`src/rtl/com_input_filter_if.sv`:
```
// rtl/com_input_filter_if.sv - command-input filter bus: raw lines in, debounced word and change strobe out
//
// Signals
//   iComRaw      16  raw command lines, asynchronous, active-high after opto
//   oCom         16  debounced command word
//   oChange       1  one-cycle strobe, at least one oCom bit changed
//   oChangeMask  16  bits that changed with the current oChange, 0 otherwise
// Modports
//   master  filter side (drives oCom/oChange/oChangeMask)
//   slave   line source / word consumer side (drives iComRaw)
interface com_input_filter_if;
    logic [15:0] iComRaw;
    logic [15:0] oCom;
    logic        oChange;
    logic [15:0] oChangeMask;

    modport master (
        input  iComRaw,
        output oCom,
        output oChange,
        output oChangeMask
    );

    modport slave (
        output iComRaw,
        input  oCom,
        input  oChange,
        input  oChangeMask
    );
endinterface

```
`src/rtl/com_input_filter.sv`:
```
// rtl/com_input_filter.sv - synchroniser and per-bit debouncer for the 16 discrete command inputs
//
// Ports
//   clk   in   system clock (2 MHz)
//   iRes  in   synchronous active-high reset
//   bus   com_input_filter_if.master: iComRaw in, oCom / oChange / oChangeMask out
// Parameters
//   SAMPLE_DIV  clk cycles per sample tick (>=1)
//   DEB_CNT     consecutive differing ticks needed to accept a new level (>=1)
//   HOLD_TICKS  minimum asserted time in ticks, used only with COM_FILTER_STRETCH_EN (>=1)
// Build option
//   COM_FILTER_STRETCH_EN  when defined, every accepted rise is held high for at least
//                          HOLD_TICKS ticks; a fall is deferred until the hold expires.
module com_input_filter #(
    parameter int SAMPLE_DIV = 200,
    parameter int DEB_CNT    = 10,
    parameter int HOLD_TICKS = 20
) (
    input  logic                  clk,
    input  logic                  iRes,
    com_input_filter_if.master    bus
);
    localparam int DIV_W = (SAMPLE_DIV > 1) ? $clog2(SAMPLE_DIV) : 1;
    localparam int DEB_W = (DEB_CNT > 1) ? $clog2(DEB_CNT) : 1;
    localparam logic [DIV_W-1:0] DIV_RELOAD = DIV_W'(SAMPLE_DIV - 1);
    localparam logic [DEB_W-1:0] DEB_LAST   = DEB_W'(DEB_CNT - 1);

    logic [15:0]      sync1;
    logic [15:0]      sync2;
    logic [15:0]      com_q;
    logic [15:0]      com_next;
    logic             change_q;
    logic [15:0]      mask_q;
    logic [DIV_W-1:0] div_cnt;
    logic             tick;
    logic [DEB_W-1:0] deb_cnt  [16];
    logic [DEB_W-1:0] deb_next [16];

`ifdef COM_FILTER_STRETCH_EN
    localparam int HOLD_W = $clog2(HOLD_TICKS + 1);
    localparam logic [HOLD_W-1:0] HOLD_LOAD = HOLD_W'(HOLD_TICKS);
    logic [HOLD_W-1:0] hold_cnt  [16];
    logic [HOLD_W-1:0] hold_next [16];
`else
    logic unused_hold_ticks;
    assign unused_hold_ticks = (HOLD_TICKS != 0);
`endif

    // div_cnt idles at 0 out of reset, so the first edge after release is a tick.
    assign tick = (div_cnt == '0);

    always_comb begin
        com_next = com_q;
        for (int i = 0; i < 16; i++) begin
            deb_next[i] = deb_cnt[i];
`ifdef COM_FILTER_STRETCH_EN
            hold_next[i] = hold_cnt[i];
`endif
            if (tick) begin
`ifdef COM_FILTER_STRETCH_EN
                if (hold_cnt[i] != '0)
                    hold_next[i] = hold_cnt[i] - HOLD_W'(1);
`endif
                if (sync2[i] == com_q[i]) begin
                    // Input agrees with the output: any partial count was a glitch.
                    deb_next[i] = '0;
                end else if (deb_cnt[i] != DEB_LAST) begin
                    deb_next[i] = deb_cnt[i] + DEB_W'(1);
`ifdef COM_FILTER_STRETCH_EN
                end else if (com_q[i] && (hold_cnt[i] != '0)) begin
                    // Fall qualified but still inside the hold window: park at the
                    // saturated count so the fall lands on the first tick after expiry.
                    deb_next[i] = DEB_LAST;
`endif
                end else begin
                    com_next[i] = sync2[i];
                    deb_next[i] = '0;
`ifdef COM_FILTER_STRETCH_EN
                    if (sync2[i])
                        hold_next[i] = HOLD_LOAD;
`endif
                end
            end
        end
    end

    always_ff @(posedge clk) begin
        if (iRes) begin
            sync1    <= '0;
            sync2    <= '0;
            com_q    <= '0;
            change_q <= 1'b0;
            mask_q   <= '0;
            div_cnt  <= '0;
            for (int i = 0; i < 16; i++) begin
                deb_cnt[i] <= '0;
`ifdef COM_FILTER_STRETCH_EN
                hold_cnt[i] <= '0;
`endif
            end
        end else begin
            sync1    <= bus.iComRaw;
            sync2    <= sync1;
            com_q    <= com_next;
            change_q <= |(com_next ^ com_q);
            mask_q   <= com_next ^ com_q;
            div_cnt  <= tick ? DIV_RELOAD : (div_cnt - DIV_W'(1));
            for (int i = 0; i < 16; i++) begin
                deb_cnt[i] <= deb_next[i];
`ifdef COM_FILTER_STRETCH_EN
                hold_cnt[i] <= hold_next[i];
`endif
            end
        end
    end

    assign bus.oCom        = com_q;
    assign bus.oChange     = change_q;
    assign bus.oChangeMask = mask_q;
endmodule

```
`src/flat_wrapper.sv`:
```
// flat-port wrapper written by rule: the top's interface ports become plain ports
module com_input_filter_flat 
#(
    parameter int SAMPLE_DIV = 200,
    parameter int DEB_CNT    = 10,
    parameter int HOLD_TICKS = 20
)
  (clk, iRes, bus_iComRaw, bus_oCom, bus_oChange, bus_oChangeMask);
  com_input_filter_if bus_i ();
  input  logic clk;
  input  logic iRes;
  input wire logic [$bits(bus_i.iComRaw)-1:0] bus_iComRaw;
  output wire logic [$bits(bus_i.oCom)-1:0] bus_oCom;
  output wire logic [$bits(bus_i.oChange)-1:0] bus_oChange;
  output wire logic [$bits(bus_i.oChangeMask)-1:0] bus_oChangeMask;
  assign bus_i.iComRaw = bus_iComRaw;
  assign bus_oCom = bus_i.oCom;
  assign bus_oChange = bus_i.oChange;
  assign bus_oChangeMask = bus_i.oChangeMask;
  com_input_filter #(.SAMPLE_DIV(SAMPLE_DIV), .DEB_CNT(DEB_CNT), .HOLD_TICKS(HOLD_TICKS)) u_core (.clk(clk), .iRes(iRes), .bus(bus_i));
endmodule
```
`config.mk`:
```
export PLATFORM = sky130hd
export DESIGN_NAME = com_input_filter_flat
export DESIGN_NICKNAME = d
export VERILOG_FILES = /design/src/rtl/com_input_filter_if.sv /design/src/rtl/com_input_filter.sv /design/src/flat_wrapper.sv
export SDC_FILE = /design/constraint.sdc
export NUM_CORES = 1
export LEC_CHECK = 0
export ABC_CLOCK_PERIOD_IN_PS = 2800
export CAP_MARGIN = 20
export CORE_AREA = 2 2 110 165
export DETAILED_ROUTE_END_ITERATION = 6
export DIE_AREA = 0 0 112 167
export GPL_TIMING_DRIVEN = 0
export PLACE_DENSITY_LB_ADDON = 0.25
export SKIP_CTS_REPAIR_TIMING = 1
export SYNTH_ARGS = -nofsm -noshare
export SYNTH_HDL_FRONTEND = slang
export SYNTH_SLANG_ARGS = --single-unit
```
`constraint.sdc`:
```
create_clock -name clk -period 2.8 [get_ports clk]
set_clock_uncertainty 0.15 [all_clocks]
set_input_delay 0.56 -clock clk [delete_from_list [all_inputs] [get_ports clk]]
set_output_delay 0.56 -clock clk [all_outputs]
set_load 0.1 [all_outputs]
```
## Word level (Yosys, flattened, before mapping)

Memories as Yosys holds them, arrays and structs flattened.
Index checks and enable logic that the tools add are counted.

- Word-level logic and storage cells: 193
- Memories: 1
- Bits in writable memories: 64
- Input port bits: 18
- Register bits after elaboration: 73

- Muxes and demuxes: 116
- $add $sub $neg: 17
- Reductions and logical operators: 3
- Eq/ne operators: 32
- Bitwise logic cells: 17

Memories:

| name | words | width | rd ports | clocked after memory_dff | write ports | line | RTL |
|---|---|---|---|---|---|---|---|
| u_core.deb_cnt | 16 | 4 | 16 | 0 | 16 | com_input_filter.sv:36 | `logic [DEB_W-1:0] deb_cnt [16];` |

Operators with widths:

| operator | count |
|---|---|
| $mux 4 | 64 |
| $add 4x1->4 const B | 16 |
| $ne 4x4->1 const B | 16 |
| $mux 1 | 51 |
| $eq 1x1->1 | 16 |
| $or 1x1->1 | 16 |
| $reduce_or 16->1 | 1 |
| $xor 16x16->16 | 1 |
| $logic_not 8->1 | 1 |
| $mux 8 | 1 |
| $sub 8x1->8 const B | 1 |
| $reduce_or 2->1 | 1 |

## Logic depth before layout (Yosys ltp)

An unclocked memory read counts as a cell.

- Depth in word-level cells: 7
- Mapped depth: 9

## Worst setup path after synthesis

OpenSTA, ideal clock, no wires.

- Path type: reg2reg
- Start: reg u_core.div_cnt[0]
- End: reg u_core.com_q[6] (netlist: u_core.bus.oCom[6])
- Setup time: 0.128 ns
- Arrival time: 1.873 ns
- Required time: 2.522 ns
- Clock period less this slack: 2.151 ns
- Cell stages (with the launch flop): 10
- Setup slack: 0.649 ns
- Cell sequence: dfxtp_1 > inv_1 > ha_1 > or3b_1 > clkbuf_1 > buf_6 > buf_1 > nor3_1 > mux2i_1 > nor2_1

- Longest elaborated chain between the ends: 2

Ends and longest elaborated chain:

| item | line | RTL |
|---|---|---|
| start, declared | com_input_filter.sv:34 | `logic [DIV_W-1:0] div_cnt;` |
| start signal, assigned | com_input_filter.sv:107 | `div_cnt <= tick ? DIV_RELOAD : (div_cnt - DIV_W'(1));` |
| $logic_not 8->1 | com_input_filter.sv:50 | `assign tick = (div_cnt == '0);` |
| $mux 1 | com_input_filter.sv:59 | `if (tick) begin` |
| end signal, assigned | com_input_filter.sv:104 | `com_q <= com_next;` |
| end, declared | com_input_filter.sv:30 | `logic [15:0] com_q;` |

Every way passes these cells.
A chain may end at the register's enable or synchronous reset.

## Final worst setup path

- Start: reg u_core.com_q[8] (netlist: u_core.bus.oCom[8])
- End: out bus_oCom[8]

RTL lines:

| item | line | RTL |
|---|---|---|
| end, declared | flat_wrapper.sv:13 | `output wire logic [$bits(bus_i.oCom)-1:0] bus_oCom;` |

No word-level cell between the ends.

==> flow_metrics.tcl <==
set metrics [dict create \
    core_area_sq_um 17300 \
    cap_viol_max_count 0 \
    finalSetupViolCount 0 \
    period_minus_slack_ns 2.70 \
    clock_tree.root_cell "clkbuf_16" \
    clk_pin_slew_ns 0.06 \
    critical_path_class "reg2out" \
    cpLargestDelayFamily "buffers and inverters" \
    r2r-end "u_core.bus.oChange$_SDFF_PP0_" \
    min-delay-start "u_core.sync1[4]$_SDFF_PP0_" \
    hold_class "reg2reg" \
    synth-compound-area-share_pct 8.75 \
    min_to "u_core.sync2[4]$_SDFF_PP0_" \
    diodes 0 \
    rrSetupSlack_ns 0.17 \
    hold_violations 0 \
    start_util_pct 36.2 \
    cts_max_level 4 \
    r2r_cells 8 \
    synth-edff-count 0 \
    routed_wirelength_um 16200 \
    grt_use_total_pct 17.9 \
    syn-cell-area_sq_um 6250 \
    r2r_start "u_core.div_cnt[0]$_SDFF_PP0_" \
    gp_congestion 0.779 \
    fmax_mhz 370 \
    syn_nets 710 \
    grt_pass1_wl_um 26300 \
    grt.overflow.total 0 \
    final_nets 779 \
    crit_buf_inv 1 \
    dr.pass1.iters 5 \
    grt_pass1_vias 5154 \
    ir_worst_vdd_uv 393 \
    dieHeight_um 167 \
    io_pins 51 \
    post_drt_via_cell_ratio 5.20 \
    path_cells "clkdlybuf4s50_1" \
    clk_path_buf_depth 2 \
    status "completed" \
    cp.arrival_ns 1.99 \
    synth.distinct_cells 41 \
    cp-start-kind "flop" \
    worst_setup_path_end_kind "primary output" \
    postRouteAntennaNets 0 \
    tritoncts "done" \
    io_buffers 50 \
    final_max_slew_viol_count 0 \
    synth_cells 658 \
    clock-sinks 137 \
    die_area_sq_um 18700 \
    synthAdderAreaFrac_pct 6.81 \
    cts_buffers 17 \
    drive_gt1_share_pct 8.78 \
    clk_latency_ns 0.41 \
    grt_max_degree 17 \
    hpwl_um 11800 \
    post_drt_wl_per_cell_um 16.9 \
    critPathSlowestCell "clkdlybuf4s50_1" \
    required_ns 2.09 \
    hold-worst-slack_ns 0.286 \
    die_x_um 112 \
    finalPower_mw 5.63 \
    worst_pin_slew_ns 0.974 \
    cp_max_fo 3 \
    synth_mux_area_share_pct 5.13 \
    maxSlewHeadroom_pct 34.9 \
    min_path_cells 1 \
    area_growth_pct 22.1 \
    ys_ff_latch 137 \
    drc 0 \
    ys.flop_type "dfxtp_1" \
    synth_top_family_by_area "simple AND/OR/NAND/NOR gates" \
    async_reset_ff_share_pct 0 \
    syn_area_per_cell_sq_um 9.50 \
    power_density_nw_per_um2 737 \
    antenna_found_initial 0 \
    drt_iter0_drc 184 \
    synth-xor-area-share_pct 2.52 \
    yosys_warnings 0 \
    vias 4960 \
    worst_path_largest_cell_delay_ns 1.17 \
    layout_worst_path_cycle_share_pct 96.5 \
    yosysSeqAreaShare_pct 43.9 \
    fp-row-count 59 \
    synthSimpleGateAreaFrac_pct 28.7 \
    finalSetupTns_ns 0 \
    leakagePower_nw 2.69 \
]
[kinds of logic after synthesis]
group | after synthesis
AOI/OAI and AO/OA | 100
xor gates and xnor gates | 18
adders and majority gates | 34
buffers and inverters | 53
DFF | 137
muxes | 32
and+or+nand+nor | 284
[cell type report]
| class | instances | area [sq um] |
|---|---|---|
| Clock buffer | 21 | 460 |
| Sequential cell | 137 | 2740 |
| Clock inverter | 11 | 123 |
| Timing Repair Buffer | 50 | 500 |
| Buffer | 30 | 180 |
| Tap cell | 213 | 267 |
| Fill cell | 1720 | 9640 |
| Inverter | 23 | 86.3 |
| Multi-Input combinational cell | 468 | 3270 |
[cells in the final DEF (no fill, tap or decap), drive strengths merged]
master,count
a211oi,1
a21oi,48
a22oi,5
a311oi,2
a31oi,1
and3b,16
buf,9
bufinv,2
clkbuf,42
clkdlybuf4s50,50
clkinv,5
clkinvlp,4
dfxtp,137
ha,34
inv,23
mux2i,32
nand2,31
nand2b,12
nand3,20
nand3b,29
nor2,74
nor2b,33
nor3,26
nor3b,16
nor4,22
o21a,1
o21ai,33
o22ai,5
o31ai,1
o32ai,2
o41ai,1
or3,1
or3b,1
or4,3
xnor2,17
xor2,1
[through the flow]
step                worst slack, ns  util, %  cell area [sq um]  std cells
floorplan                     0.649        -               6250        658
global placement             -0.167     40.6               7020        921
detailed placement           -0.240     40.6               7020        921
CTS                          -0.269     44.0               7600        953
global route               -0.00859     44.2               7630        953
finish                       0.0990     44.2               7630        953
[worst max-delay path by stage]
stage | from | end | slack [ns] | depth (start not counted)
4_1_cts | u_core.div_cnt[0]$_SDFF_PP0_ | u_core.deb_cnt[0][55]$_SDFFE_PP0N_ | -0.27 | 8
3_3_place_gp | u_core.div_cnt[0]$_SDFF_PP0_ | u_core.deb_cnt[0][62]$_SDFFE_PP0N_ | -0.17 | 8
5_1_grt | u_core.div_cnt[0]$_SDFF_PP0_ | u_core.deb_cnt[0][55]$_SDFFE_PP0N_ | -0.009 | 8
3_5_place_dp | u_core.div_cnt[0]$_SDFF_PP0_ | u_core.deb_cnt[0][55]$_SDFFE_PP0N_ | -0.24 | 8
6_report | u_core.bus.oCom[8]$_SDFF_PP0_ | bus_oCom[8] | 0.1 | 1
2_1_floorplan | u_core.div_cnt[0]$_SDFF_PP0_ | u_core.bus.oCom[6]$_SDFF_PP0_ | 0.65 | 9
[report_power, final]
group / internal (mW) / switching [mW] / total, mW
sequential: 2.03 / 0.0855 / 2.12
combinational: 0.399 / 0.917 / 1.32
clock: 1.35 / 0.841 / 2.19
total: 3.78 / 1.84 / 5.63
[sequential cells by signal (all words and copies together) (netlist names)]
name	count
u_core.div_cnt	8
u_core.bus.oChangeMask	16
u_core.bus.oChange	1
u_core.sync1	16
u_core.bus.oCom	16
u_core.sync2	16
u_core.deb_cnt	64
[layer usage]
metal,GRT usage (%),share of wire [%]
met1,19.3,40
met2,34.4,55
met3,3.42,3.6
met4,6.42,2.0
met5,0,0
[Yosys cell counts, types with 2 or more instances]
master	instances	share of area [%]
ha_1	34	6.8
nor3_2	6	0.96
inv_1	23	1.4
nand3_1	20	1.6
xnor2_1	17	2.4
nand2_1	31	1.9
mux2i_1	32	5.1
o21ai_0	33	2.6
nor2b_1	33	3.3
buf_6	5	0.90
nor3b_1	16	1.9
a22oi_1	5	0.60
nor4_4	12	4.1
or4_1	2	0.24
o32ai_1	2	0.28
nor4_1	9	0.90
a311oi_1	2	0.28
dfxtp_1	137	44
o22ai_1	5	0.50
nand2b_1	12	1.2
and3b_1	16	2.2
a21oi_1	48	3.8
nor2_1	74	4.4
nand3b_1	29	3.5
clkbuf_1	21	1.3
nor3_1	19	1.5
(Power assumes the default switching activity.)
